<file path="src/rtl/sram_arb_pkg.sv">
// Shared types and encodings for the two-master sram-like arbiter.
package sram_arb_pkg;

    typedef logic master_id_t;

    localparam logic [1:0] SIZE_BYTE = 2'd0;
    localparam logic [1:0] SIZE_HALF = 2'd1;
    localparam logic [1:0] SIZE_WORD = 2'd2;

    localparam master_id_t ID_M0 = 1'b0;
    localparam master_id_t ID_M1 = 1'b1;

endpackage

</file>
<file path="src/rtl/sram_arb_id_fifo.sv">
// Issue-order FIFO of master IDs for outstanding sram-like transactions.
// Latency: head_id/count update one cycle after push/pop; head_id is a plain register read.
// Backpressure: push ignored when full, pop ignored when empty; the caller gates on full.
module sram_arb_id_fifo
    import sram_arb_pkg::*;
#(
    parameter  int DEPTH = 2,
    localparam int PW    = $clog2(DEPTH),
    localparam int CW    = PW + 1
) (
    input  logic          clk,
    input  logic          reset,
    input  logic          push,
    input  logic          pop,
    input  master_id_t    push_id,
    output master_id_t    head_id,
    output logic [CW-1:0] count,
    output logic          full,
    output logic          empty
);

    logic [DEPTH-1:0] id_q;
    logic [PW-1:0]    wr_ptr;
    logic [PW-1:0]    rd_ptr;
    logic             push_eff;
    logic             pop_eff;

    assign full     = (count == CW'(DEPTH));
    assign empty    = (count == '0);
    assign push_eff = push && !full;
    assign pop_eff  = pop && !empty;
    assign head_id  = id_q[rd_ptr];

    // Pointers are exactly log2(DEPTH) bits, so they wrap without compare logic.
    always_ff @(posedge clk or posedge reset) begin
        if (reset) begin
            id_q   <= '0;
            wr_ptr <= '0;
            rd_ptr <= '0;
            count  <= '0;
        end else begin
            if (push_eff) begin
                id_q[wr_ptr] <= push_id;
                wr_ptr       <= wr_ptr + PW'(1);
            end
            if (pop_eff) begin
                rd_ptr <= rd_ptr + PW'(1);
            end
            case ({push_eff, pop_eff})
                2'b10:   count <= count + CW'(1);
                2'b01:   count <= count - CW'(1);
                default: count <= count;
            endcase
        end
    end

endmodule

</file>
<file path="src/rtl/sram_like_arbiter.sv">
// Two-master sram-like arbiter; round-robin, or m0-priority with SRAM_ARB_FIXED_PRIO_EN.
// Latency: zero added on request, addr_ok and data_ok paths (all combinational).
// Backpressure: s_req drops while DEPTH transactions are outstanding; grant locks until addr_ok.
module sram_like_arbiter
    import sram_arb_pkg::*;
#(
    parameter int AW    = 32,
    parameter int DW    = 32,
    parameter int DEPTH = 2
) (
    input  logic          clk,
    input  logic          reset,

    input  logic          m0_req,
    input  logic          m0_wr,
    input  logic [1:0]    m0_size,
    input  logic [AW-1:0] m0_addr,
    input  logic [DW-1:0] m0_wdata,
    output logic          m0_addr_ok,
    output logic          m0_data_ok,
    output logic [DW-1:0] m0_rdata,

    input  logic          m1_req,
    input  logic          m1_wr,
    input  logic [1:0]    m1_size,
    input  logic [AW-1:0] m1_addr,
    input  logic [DW-1:0] m1_wdata,
    output logic          m1_addr_ok,
    output logic          m1_data_ok,
    output logic [DW-1:0] m1_rdata,

    output logic          s_req,
    output logic          s_wr,
    output logic [1:0]    s_size,
    output logic [AW-1:0] s_addr,
    output logic [DW-1:0] s_wdata,
    input  logic          s_addr_ok,
    input  logic          s_data_ok,
    input  logic [DW-1:0] s_rdata,

    output logic          err
);

    localparam int CW = $clog2(DEPTH) + 1;

    logic          lock;
    master_id_t    lock_id;
    master_id_t    rr_ptr;
    master_id_t    grant;
    master_id_t    head_id;
    logic [CW-1:0] count;
    logic          fifo_full;
    logic          fifo_empty;
    logic          gnt_req;
    logic          addr_hs;
    logic          pop_vld;

    always_comb begin
        grant = rr_ptr;
        if (lock) begin
            grant = lock_id;
        end else if (m0_req && !m1_req) begin
            grant = ID_M0;
        end else if (m1_req && !m0_req) begin
            grant = ID_M1;
        end else if (m0_req && m1_req) begin
`ifdef SRAM_ARB_FIXED_PRIO_EN
            grant = ID_M0;
`else
            grant = rr_ptr;
`endif
        end
    end

    assign gnt_req = (grant == ID_M1) ? m1_req : m0_req;
    // Full is taken from the registered count so a same-cycle pop cannot loop data_ok into s_req.
    assign s_req   = gnt_req && !fifo_full;
    assign s_wr    = (grant == ID_M1) ? m1_wr    : m0_wr;
    assign s_size  = (grant == ID_M1) ? m1_size  : m0_size;
    assign s_addr  = (grant == ID_M1) ? m1_addr  : m0_addr;
    assign s_wdata = (grant == ID_M1) ? m1_wdata : m0_wdata;

    assign addr_hs    = s_req && s_addr_ok;
    assign m0_addr_ok = !reset && addr_hs && (grant == ID_M0);
    assign m1_addr_ok = !reset && addr_hs && (grant == ID_M1);

    assign pop_vld    = s_data_ok && !fifo_empty;
    assign m0_data_ok = !reset && pop_vld && (head_id == ID_M0);
    assign m1_data_ok = !reset && pop_vld && (head_id == ID_M1);
    assign m0_rdata   = s_rdata;
    assign m1_rdata   = s_rdata;

    sram_arb_id_fifo #(
        .DEPTH (DEPTH)
    ) u_fifo (
        .clk     (clk),
        .reset   (reset),
        .push    (addr_hs),
        .pop     (s_data_ok),
        .push_id (grant),
        .head_id (head_id),
        .count   (count),
        .full    (fifo_full),
        .empty   (fifo_empty)
    );

    // Request fields must hold until addr_ok, so a stalled grant is pinned.
    always_ff @(posedge clk or posedge reset) begin
        if (reset) begin
            lock    <= 1'b0;
            lock_id <= ID_M0;
            rr_ptr  <= ID_M0;
            err     <= 1'b0;
        end else begin
            if (addr_hs) begin
                lock <= 1'b0;
`ifdef SRAM_ARB_FIXED_PRIO_EN
                rr_ptr <= ID_M0;
`else
                rr_ptr <= ~grant;
`endif
            end else if (s_req) begin
                lock    <= 1'b1;
                lock_id <= grant;
            end
            if (s_data_ok && fifo_empty) begin
                err <= 1'b1;
            end
        end
    end

endmodule

</file>
<file path="config.mk">
export PLATFORM = sky130hd
export DESIGN_NAME = sram_like_arbiter
export DESIGN_NICKNAME = d
export VERILOG_FILES = /design/src/rtl/sram_arb_pkg.sv /design/src/rtl/sram_arb_id_fifo.sv /design/src/rtl/sram_like_arbiter.sv
export SDC_FILE = /design/constraint.sdc
export NUM_CORES = 1
export LEC_CHECK = 0
export BUFFER_PORTS_ARGS = -buffer_cell sky130_fd_sc_hd__buf_2
export CAP_MARGIN = 20
export CORE_AREA = 4 4 116 118
export CTS_CLUSTER_DIAMETER = 100
export DETAILED_ROUTE_END_ITERATION = 12
export DIE_AREA = 0 0 120 122
export GPL_TIMING_DRIVEN = 0
export SKIP_LAST_GASP = 1
export SYNTH_ARGS = -nofsm -noshare
export SYNTH_HDL_FRONTEND = slang
export SYNTH_HIERARCHICAL = 1
export SYNTH_SLANG_ARGS = --single-unit
</file>
<file path="constraint.sdc">
create_clock -name clk -period 2.6 [get_ports clk]
set_clock_uncertainty 0.15 [all_clocks]
set_input_delay 0.39 -clock clk [delete_from_list [all_inputs] [get_ports clk]]
set_output_delay 0.39 -clock clk [all_outputs]
set_load 0.005 [all_outputs]
</file>
==> results.txt, run 1 <==
The flow ran to the end, and the final reports show no timing, DRC or antenna violations. Entering global routing, the biggest net connects 12 pins. The proportion of layout cells with a drive suffix above 1 is 0.895. The via count came out at roughly 2,200. The min-delay analysis places its worst path in the category in2reg. By startpoint and endpoint, the worst setup path is classified as reg2out. The critical path goes through nand2_1 > o31ai_4 > buf_4 > buf_6 > mux2_2 > buf_2. The die width is between 100 and 150 µm. The slowest library cell on the worst path is sky130_fd_sc_hd__dfrtp_1.

Clock latency on the worst-skew pair, taken at its later pin, is around 0.23 ns. The number of global-route vias before repair is 2,094. The delay of the slowest cell on the worst path is around 0.50 ns. At the pin with the least slew margin, the transition time is 0.474 ns. The utilization after layout is 0.287. The sequential-to-total area share from yosys stat came out at 0.134. The final count of hold timing violations is 0. Setup repair after global routing left no endpoint under its margin. Of all nets on the critical path, the largest fanout is 10. The final worst-path cycle share is 0.925. The first-pass iteration count of the detailed router came out at 4. Setup slack on the worst reg-to-reg path comes out at between 0.4 and 0.5 ns. The detail-routed via count per cell is roughly 3.5. The final design area excluding fillers came out at roughly 3600 µm². The kind of capture point of the worst setup path is an output pin. The synthesized instance count is between 150 and 200.

The number of I/O port buffers is between 200 and 300. The first-pass GRT wire length is approximately 11 mm. The relative slew slack is 0.676. The number of antenna violations at the first check in global routing came out at 0. The worst register-to-register path ends at u_fifo/count[1]. The analysis attributes to cell leakage a power of 0.00199 µW. STA classifies the critical path startpoint as a register. The worst-case clock buffer depth came out at 2.

The average wire per standard cell is ~13 µm. Yosys instantiated no cell more often than sky130_fd_sc_hd__buf_4. In this run the vertical extent of the chip is between 100 and 150 µm. The time the final worst path needs with I/O delays and setup came out at 2.40 ns. In the synthesized netlist the dominant register cell turns out to be sky130_fd_sc_hd__dfrtp_1. The overall global routing resource usage is 0.0942. The power consumption came out at 2680 µW.

The count of endpoints failing setup in the final report came out at 0. The clock tree from TritonCTS is done. After the last flow step, the layout net total stands at around 640.

For this configuration, the core starts out at a cell density of 0.150. The final max-slew violation count is 0. The final routed DRC violation total is 0. The number of clock sinks is 10. The placed instance area came out at between 3000 and 4000 µm². The multi-input combinational cells in the finished layout cover a total of between 1000 and 1500 µm². During synthesis, Yosys emitted a total of 6 warnings. The last element of the critical path is s_wdata[22]. Summed over all layers, the global routing overflow is 0. The arrival time reported for the critical path endpoint is roughly 1.9 ns. The peak ir drop on the vdd network came out at between 0.0006 and 0.0007 V. The clock transition time at the flip-flop clock pins of the worst setup and hold paths is approximately 0.040 ns. The average footprint of a synthesized cell came out at 10.0 µm². In this run the number of H-tree levels came out at 1. The root buffer cell chosen for the clock tree is sky130_fd_sc_hd__clkbuf_16. The synthesized design contains 10 register bits. The most critical setup path has its startpoint at lock.

The max capacitance violation total is 0. The data required time of the critical path is a little over 2 ns. The mapped netlist covers 1860 µm². The detailed-placement wirelength estimate is 7.75 mm. The antenna cell count is 0. The fraction of registers with async set/reset is 1.00.

Yosys attributes the largest share of cell area to sky130_fd_sc_hd__mux2_2, sky130_fd_sc_hd__buf_4, sky130_fd_sc_hd__dfrtp_1. The power per cell area came out at around 750 nW/µm². The minimum hold slack is 0.251 ns.

The number of placed I/O pins is slightly above 300. The total die area came out at 14,600 µm². The count of cell types in the netlist came out at 27.

The number of CTS-inserted buffers came out at 3. The number of fill cells in the layout came out at between 1,000 and 1,500. The sequential cell area came out at about 250 µm².

The largest total area in the synthesized netlist belongs to sky130_fd_sc_hd__mux2_2. Of the post-synthesis cell area, the dominant cell type holds 0.381. In this run the core area contains just over 40 standard-cell rows. The synthesized netlist net count is 359. Wires add up to 8.51 mm. The core region is about 12,000 µm². By count the netlist is led by sky130_fd_sc_hd__buf_4, sky130_fd_sc_hd__mux2_2, sky130_fd_sc_hd__dfrtp_1.

The worst register-to-register path begins at lock_id. The number of routed nets with antenna violations is 0. The first routing iteration left 47 violations. The number of flops mapped to enable cells by yosys is 0. Routability-driven placement finished with a final weighted congestion of ~0.72. The achievable clock frequency is between 400 and 500 MHz. Measured in cells, the most critical reg-to-reg path has a length of 6. The synthesis-to-finish area growth is 91.7%.
## repair_timing
item                                   CTS  global route
setup buffers                            2             0
setup endpoints to repair               65             1
hold buffers                             1             0
endpoints found under the hold margin   10             0
resized for setup                        0             1
pin swaps                                1             0
## power by group
part | total, µW | leakage (µW) | internal (µW) | switching (µW)
sequential | 304 | 0.000115 | 231 | 73.2
clock | 269 | 0.0000370 | 199 | 69.3
combinational | 2110 | 0.00184 | 1250 | 865
## through the flow
step | instances | setup slack (ns) | TNS [ns]
floorplan | 186 | 0.493 | 0
global placement | 634 | -0.0938 | -0.410
detailed placement | 634 | -0.0743 | -0.311
CTS | 640 | 0.138 | 0
global route | 640 | 0.0925 | 0
finish | 640 | 0.195 | 0
## worst max-delay path, delay by kind of cell, from the launching register on
kind | cells | cell delay, ns
buffers and inverters | 3 | 0.53
DFF | 1 | 0.50
muxes | 1 | 0.36
and+or+nand+nor | 1 | 0.15
AOI/OAI and AO/OA | 1 | 0.08
## state kept, by name (all words and copies together) (netlist names)
| register | count |
|---|---|
| u_fifo/rd_ptr | 1 |
| lock_id | 1 |
| lock | 1 |
| u_fifo/id_q | 2 |
| rr_ptr | 1 |
| u_fifo/wr_ptr | 1 |
| u_fifo/count | 2 |
| err | 1 |
## cell families (layout without fill, tap and decap cells)
kind of cell,after synthesis,count (layout),synth area share
buf+inv,76,358,0.310
compound gates,7,7,0.0416
simple gates,14,14,0.0443
xor+xnor,5,5,0.0235
mux,73,73,0.440
flops,10,10,0.134
fa+ha+maj,1,1,0.00671
## cells in the final DEF (no fill, tap or decap), drive strengths merged, types with 2 or more instances in the layout
cell / instances
mux2: 71
xnor2: 3
a2111oi: 2
nand2: 2
inv: 5
xor2: 2
dfrtp: 10
mux2i: 2
nor2: 4
clkbuf: 3
buf: 349
## cell type report
type                            instances  area share
Sequential cell                        10      0.0700
Multi-Input combinational cell        100       0.293
Tap cell                              172      0.0602
Clock buffer                            3      0.0210
Buffer                                 71       0.157
Inverter                                5     0.00525
Timing Repair Buffer                  279       0.394
## per-layer routing
metal | vias to the layer above | wire length [µm] | track usage
li1 | 1145 | - | -
met1 | 979 | 3330 | 0.118
met2 | 112 | 4410 | 0.171
met3 | 4 | 731 | 0.0200
met4 | 0 | 35 | 0.0107
met5 | - | 0 | 0
## how the worst min path moves through the flow
stage / cells past startpoint / endpoint / startpoint
6_report: 2 / err / s_data_ok
5_1_grt: 2 / err / s_data_ok
3_5_place_dp: 2 / err / reset
3_3_place_gp: 2 / err / reset
4_1_cts: 2 / err / s_data_ok
2_1_floorplan: 1 / err / reset
(Power assumes the default switching activity.)
==> run 2: changes to the inputs <==
--- a/config.mk
+++ b/config.mk
@@ -12,6 +12,7 @@
 export DETAILED_ROUTE_END_ITERATION = 12
 export DIE_AREA = 0 0 120 122
 export GPL_TIMING_DRIVEN = 0
+export MAX_ROUTING_LAYER = met4
 export SKIP_LAST_GASP = 1
 export SYNTH_ARGS = -nofsm -noshare
 export SYNTH_HDL_FRONTEND = slang
==> run 2 against run 1 <==
  * Flip-flop and latch count stayed put
  * First-iteration DRC count is 4.3% higher
  * Worst setup slack hardly changed
  * Hold slack hardly changed
  * Clock power hardly changed
  * Cell count stayed put
  * Maximum frequency hardly changed
==> results.txt, run 2 (synthesis results as in run 1) <==
Result of the run: finished clean (unchanged). The top routing layer in use is met4 (unchanged). The worst-case clock buffer depth came out at 2 (unchanged). The slowest library cell on the worst path was sky130_fd_sc_hd__dfrtp_1 (unchanged). The floorplan core area came to 12,500 µm² (unchanged). The final count of hold timing violations came to 0 (unchanged). The number of CTS-inserted buffers is 3 (unchanged). The worst path setup slack after routing came out at 0.196 ns (was 0.195 ns).

The switching share of total power is 0.375 (about the same). The number of clock sinks came out at 10 (unchanged). Commonest cells after routing, fill and taps aside: sky130_fd_sc_hd__buf_2, sky130_fd_sc_hd__buf_4, sky130_fd_sc_hd__mux2_2 (unchanged). The combinational group share of total power came out at 0.787 (about the same). The part of the total power dissipated in sequential elements is 0.113 (about the same).

The critical setup path kind is reg2out (unchanged). The clock transition time at the flip-flop clock pins of the worst setup and hold paths is 0.04 ns (about the same). RSZ-0062 raised after global routing: false (unchanged).

The worst setup slack after placement came out at -0.0743 ns (unchanged). The antenna cell count is 0 (unchanged). The pin count of the biggest net entering global routing is 12 (unchanged). The detailed-placement wirelength estimate came out at 7.75 mm (unchanged). The initial cell density of the core is 0.150 (unchanged). The power per cell area is 751 nW/µm² (about the same).

The count of H-tree levels built during CTS was 1 (unchanged). The synthesis-to-finish area growth came to 91.7% (unchanged). The floorplan die height is 122 µm (unchanged). The final worst-path cycle share is 0.925 (about the same). The proportion of layout cells with a drive suffix above 1 was 0.895 (unchanged).

The max capacitance violation total came to 0 (unchanged). The data required time of the critical path is 2.06 ns (about the same). The cell family with the largest share of critical-path delay is buffers and inverters (unchanged).

The class of the tightest hold or removal check is in2reg (unchanged). The clock latency at the later pin of the worst-skew pair is 0.23 ns (about the same). The number of antenna violations at the first check in global routing is 0 (unchanged). The arrival time reported for the critical path endpoint is 1.86 ns (about the same).

The utilization after layout is 0.287 (unchanged). The detail-routed via count per cell is 3.49 (was 3.50). The number of placement rows was 41 (unchanged).

Critical path cell sequence: nand2_1 > o31ai_4 > buf_4 > buf_6 > mux2_2 > buf_2 (unchanged). The highest fanout seen on the critical path came out at 10 (unchanged). The count of endpoints failing setup in the final report is 0 (unchanged). The delay of the slowest cell on the worst path came to 0.50 ns (about the same). The kind of capture point of the worst setup path was an output pin (unchanged). The peak ir drop on the vdd network came out at 0.000681 V (about the same). The total met3 wirelength after detailed routing is 715 µm (was 731 µm). The wire length on met1 is 3.33 mm (about the same). The number of fill cells in the layout is 1,375 (unchanged). The first-pass GRT wire length came out at 11.2 mm (about the same). The number of I/O port buffers came out at 276 (unchanged).

The placed instance area came out at 3460 µm² (unchanged). The clock root buffer is sky130_fd_sc_hd__clkbuf_16 (unchanged). The kind of start point of the critical path was a register (unchanged). The number of DRC violations after detailed-routing iteration 0 came out at 49 (was 47).

The number of global-route vias before repair came to 2,096 (was 2,094). The number of routed nets with antenna violations came out at 0 (unchanged). The setup TNS after final layout came out at 0 ns (unchanged).

The relative slew slack came to 0.676 (unchanged). The number of buffer and inverter stages on the critical path came out at 3 (unchanged). The leakage power came to 0.00199 µW (unchanged). The total die area came to 14,600 µm² (unchanged). Biggest registers after layout: u_fifo/count (2), u_fifo/id_q (2) (unchanged). The die width came out at 120 µm (unchanged). The number of placed I/O pins is 309 (unchanged). The power consumption is 2680 µW (about the same).

The achievable clock frequency is 416 MHz (about the same). The internal cell power is 1680 µW (about the same). The overall global routing resource usage was 0.0967 (was 0.0942). The most common library cell in the layout ignoring fill and taps was sky130_fd_sc_hd__buf_2 (unchanged). The average wire per standard cell came to 13.3 µm (about the same). The via count came out at 2,236 (was 2,240). The sum of overflow across all layers after global routing came out at 0 (unchanged). The clock tree from TritonCTS is done (unchanged).

The post-detailed-routing wire length is 8.50 mm (was 8.51 mm). The final routed DRC violation total came out at 0 (unchanged). The share of power burned in the clock network is 0.100 (about the same). The net switching component of the power came out at 1010 µW (about the same).

The sum of met2 wire segment lengths after detailed routing is 4.42 mm (was 4.41 mm). The net total in the final layout is 643 (unchanged). The final max-slew violation count is 0 (unchanged).

The measured slew at the worst slew-check pin is 0.474 ns (about the same). The first-pass iteration count of the detailed router came out at 4 (unchanged). The time the final worst path needs with I/O delays and setup came out at 2.40 ns (about the same). The final weighted congestion in routability-driven placement is 0.729 (was 0.721).

The final design area excluding fillers came to 3570 µm² (unchanged).
run 2: cell counts in the layout (fill, tap and decap cells not counted):
No cell type changed its count.
run 2: layout make-up:
cell class	count	area, µm²	area share
timing repair buffer	279	1410	0.394
clock buffer	3	75.1	0.0210
tap	172	215	0.0602
sequential	10	250	0.0700
multi-input combinational	100	1050	0.293
inverter	5	18.8	0.00525
buffer	71	559	0.157
run 2: worst reg2reg max path, stage by stage (launching register included):
cell	delay [ns]
sky130_fd_sc_hd__dfrtp_1	0.39
sky130_fd_sc_hd__mux2i_1	0.20
sky130_fd_sc_hd__a2111oi_4	0.55
sky130_fd_sc_hd__nand2_1	0.17
sky130_fd_sc_hd__ha_1	0.34
sky130_fd_sc_hd__nor2_1	0.14
sky130_fd_sc_hd__xor2_1	0.15
run 2: worst paths after layout:
check / start / to / slack [ns] / cells after the start
max in group asynchronous: reset / u_fifo/wr_ptr / 1.61 / 3
worst max-delay path: lock / s_wdata[22] / 0.20 / 6
worst max register to register: lock_id / u_fifo/count[1] / 0.44 / 6
worst min-delay path: s_data_ok / err / 0.25 / 2
worst min register to register: err / err / 0.31 / 1
min in group asynchronous: reset / lock / 0.47 / 3
run 2: metrics by stage:
step / hold slack, ns / instances
after floorplan: 0.0112 / 186
after global placement: 0.177 / 634
after detailed placement: 0.177 / 634
after CTS: 0.254 / 640
after global routing: 0.257 / 640
final: 0.251 / 640
run 2: power groups by stage:
stage | Clock, µW | Sequential (µW) | Combinational, µW
5_1_grt | 280 | 316 | 2300
3_3_place_gp | 0 | 302 | 2110
3_5_place_dp | 0 | 304 | 2110
4_1_cts | 271 | 303 | 2150
2_1_floorplan | 0 | 287 | 1340
6_report | 268 | 304 | 2110
run 2: what timing repair did:
action | CTS | global route
hold endpoints to repair | 10 | 0
gates resized for setup | 0 | 1
buffers inserted | 2 | 0
endpoints found under the setup margin | 65 | 1
hold buffers | 1 | 0
pin swaps | 1 | 0
run 2: routing by layer:
layer | vias to the layer above | track usage
met4 | 0 | 0.0107
met5 | - | -
met1 | 975 | 0.118
li1 | 1145 | -
met3 | 4 | 0.0190
met2 | 112 | 0.171
==> run 3: changes to the inputs <==
--- a/config.mk
+++ b/config.mk
@@ -8,11 +8,13 @@
 export BUFFER_PORTS_ARGS = -buffer_cell sky130_fd_sc_hd__buf_2
 export CAP_MARGIN = 20
 export CORE_AREA = 4 4 116 118
+export CTS_BUF_LIST = sky130_fd_sc_hd__clkbuf_4
 export CTS_CLUSTER_DIAMETER = 100
 export DETAILED_ROUTE_END_ITERATION = 12
 export DIE_AREA = 0 0 120 122
 export GPL_TIMING_DRIVEN = 0
 export MAX_ROUTING_LAYER = met4
+export SETUP_SLACK_MARGIN = 0.15
 export SKIP_LAST_GASP = 1
 export SYNTH_ARGS = -nofsm -noshare
 export SYNTH_HDL_FRONTEND = slang
==> run 3 against run 2 <==
  * Critical path depth unchanged
  * Hold slack worse by 0.022 ns
  * First-iteration DRC count up 8.2%
  * Final area down 0.18%
  * Cell count up 0.63%
==> results.txt, run 3 (synthesis results as in run 1) <==
The internal cell power came out at 1590 µW (was 1680 µW). The class of the tightest hold or removal check is in2reg (unchanged). The final max-slew violation count came to 0 (unchanged). The first-pass GRT wire length is 11.2 mm (about the same). The synthesis-to-finish area growth was 91.3% (was 91.7%).

Biggest registers after layout: u_fifo/count (2), u_fifo/id_q (2) (unchanged). The share of power burned in the clock network came out at 0.040 (was 0.100). The part of the total power dissipated in sequential elements came out at 0.117 (was 0.113). The arrival time reported for the critical path endpoint came out at 1.82 ns (was 1.86 ns). The achievable clock frequency came out at 424 MHz (was 416 MHz). The floorplan die height is 122 µm (unchanged). The worst path setup slack after routing was 0.239 ns (was 0.196 ns). RSZ-0062 raised after global routing: true (was false).

The power per cell area is 726 nW/µm² (was 751 nW/µm²). The count of endpoints failing setup in the final report is 0 (unchanged). The kind of start point of the critical path is a register (unchanged).

Commonest cells after routing, fill and taps aside: sky130_fd_sc_hd__buf_2, sky130_fd_sc_hd__buf_4, sky130_fd_sc_hd__mux2_2 (unchanged). The number of clock sinks came out at 10 (unchanged). The die width is 120 µm (unchanged).

The time the final worst path needs with I/O delays and setup is 2.36 ns (was 2.40 ns). The data required time of the critical path is 2.06 ns (about the same). The number of global-route vias before repair came out at 2,102 (was 2,096). The detailed-placement wirelength estimate is 7.75 mm (unchanged). The total die area came to 14,600 µm² (unchanged). The proportion of layout cells with a drive suffix above 1 was 0.898 (was 0.895). The sum of overflow across all layers after global routing came to 0 (unchanged). The measured slew at the worst slew-check pin is 0.485 ns (was 0.474 ns). The number of placed I/O pins was 309 (unchanged). The number of placement rows was 41 (unchanged). The final weighted congestion in routability-driven placement is 0.729 (unchanged). The initial cell density of the core is 0.150 (unchanged). Result of the run: finished clean (unchanged). The floorplan core area is 12,500 µm² (unchanged). The leakage power is 0.00200 µW (was 0.00199 µW). The worst setup slack after placement is -0.0743 ns (unchanged). The switching share of total power came out at 0.386 (was 0.375). The most common library cell in the layout ignoring fill and taps is sky130_fd_sc_hd__buf_2 (unchanged). The minimum hold slack came out at 0.230 ns (was 0.251 ns). The clock transition time at the flip-flop clock pins of the worst setup and hold paths came out at 0.06 ns (was 0.04 ns).

The worst-case clock buffer depth came out at 2 (unchanged). The first-pass iteration count of the detailed router is 4 (unchanged). The clock root buffer is sky130_fd_sc_hd__clkbuf_4 (was sky130_fd_sc_hd__clkbuf_16).

The clock tree from TritonCTS is done (unchanged). The clock latency at the later pin of the worst-skew pair came out at 0.26 ns (was 0.23 ns). The power consumption is 2590 µW (was 2680 µW). The number of I/O port buffers came out at 276 (unchanged). The critical setup path kind was reg2out (unchanged). The number of cells in the finished layout apart from fillers came out at 644 (was 640).

The net switching component of the power is 999 µW (was 1010 µW). The count of H-tree levels built during CTS is 1 (unchanged). The antenna cell count is 0 (unchanged). The total instance count after detailed placement was 634 (unchanged).

The number of CTS-inserted buffers is 3 (unchanged). The net total in the final layout is 647 (was 643). The utilization after layout came out at 0.286 (was 0.287). The highest fanout seen on the critical path is 10 (unchanged). The post-detailed-routing wire length is 8.48 mm (was 8.50 mm). The final count of hold timing violations is 0 (unchanged). The overall global routing resource usage came out at 0.0964 (was 0.0967). The combinational group share of total power came out at 0.843 (was 0.787). The average wire per standard cell is 13.2 µm (was 13.3 µm). The final routed DRC violation total is 0 (unchanged). The setup slack of the worst register-to-register path came out at 0.50 ns (was 0.44 ns).

The via count came out at 2,255 (was 2,236). The kind of capture point of the worst setup path was an output pin (unchanged). The pin count of the biggest net entering global routing came out at 12 (unchanged). The detail-routed via count per cell is 3.50 (was 3.49). The max capacitance violation total came out at 0 (unchanged). The number of DRC violations after detailed-routing iteration 0 came out at 53 (was 49). The number of routed nets with antenna violations is 0 (unchanged). The final worst-path cycle share came out at 0.908 (was 0.925). The relative slew slack came out at 0.668 (was 0.676). The number of antenna violations at the first check in global routing was 0 (unchanged).

The peak ir drop on the vdd network came out at 0.000434 V (was 0.000681 V).
run 3: changes by cell type in the layout (fill, tap and decap cells not counted), moves of 2 or more:
cell,delta
sky130_fd_sc_hd__buf_4,+3
sky130_fd_sc_hd__clkbuf_4,+3
sky130_fd_sc_hd__clkbuf_16,-3
sky130_fd_sc_hd__buf_8,+2
run 3: cell type report:
type / instances / area, µm²
Fill cell: 1377 / 8900
Timing Repair Buffer: 283 / 1440
Multi-Input combinational cell: 100 / 1050
Buffer: 71 / 567
Sequential cell: 10 / 251
Tap cell: 172 / 215
Clock buffer: 3 / 22.5
Inverter: 5 / 18.8
run 3: worst max-delay path, stage by stage, from the launching register on:
cell,delay [ns]
sky130_fd_sc_hd__dfrtp_1,0.37
sky130_fd_sc_hd__a21boi_1,0.10
sky130_fd_sc_hd__o31ai_4,0.25
sky130_fd_sc_hd__buf_6,0.19
sky130_fd_sc_hd__buf_6,0.16
sky130_fd_sc_hd__mux2_2,0.34
sky130_fd_sc_hd__buf_2,0.14
run 3: final timing paths:
check / from / to / cells after the start
hold / removal: s_data_ok / err / 2
setup reg to reg: lock_id / u_fifo/count[1] / 7
setup / recovery: rr_ptr / s_addr[28] / 6
min in group asynchronous: reset / err / 3
hold reg to reg: u_fifo/rd_ptr / u_fifo/rd_ptr / 1
max in group asynchronous: reset / u_fifo/wr_ptr / 3
run 3: metal layers:
layer  up-vias  part of all wire  GRT usage  wire length, µm
met3         6             0.090     0.0176              766
met5         -                 0          -                0
li1       1155                 -          -                -
met1       982              0.39      0.117             3270
met4         0            0.0042     0.0129               36
met2       112              0.52      0.171             4410
run 3: timing repair:
action | CTS | global route
pin swaps | 1 | 1
gates resized for setup | 1 | 5
endpoints found under the hold margin | 10 | 0
hold buffers | 1 | 0
endpoints found under the setup margin | 69 | 52
setup buffers | 2 | 4
run 3: power by group through the flow:
| stage | registers, µW | logic, µW | clock network, µW |
|---|---|---|---|
| global placement | 302 | 2110 | 0 |
| detailed placement | 304 | 2110 | 0 |
| finish | 304 | 2180 | 103 |
| floorplan | 287 | 1340 | 0 |
| global route | 316 | 2370 | 112 |
| CTS | 304 | 2160 | 106 |
run 3: metrics by stage:
step | setup TNS (ns) | area, µm²
2_1_floorplan | 0 | 1860
3_3_place_gp | -0.410 | 3460
3_5_place_dp | -0.311 | 3460
4_1_cts | 0 | 3520
5_1_grt | 0 | 3570
6_report | 0 | 3570
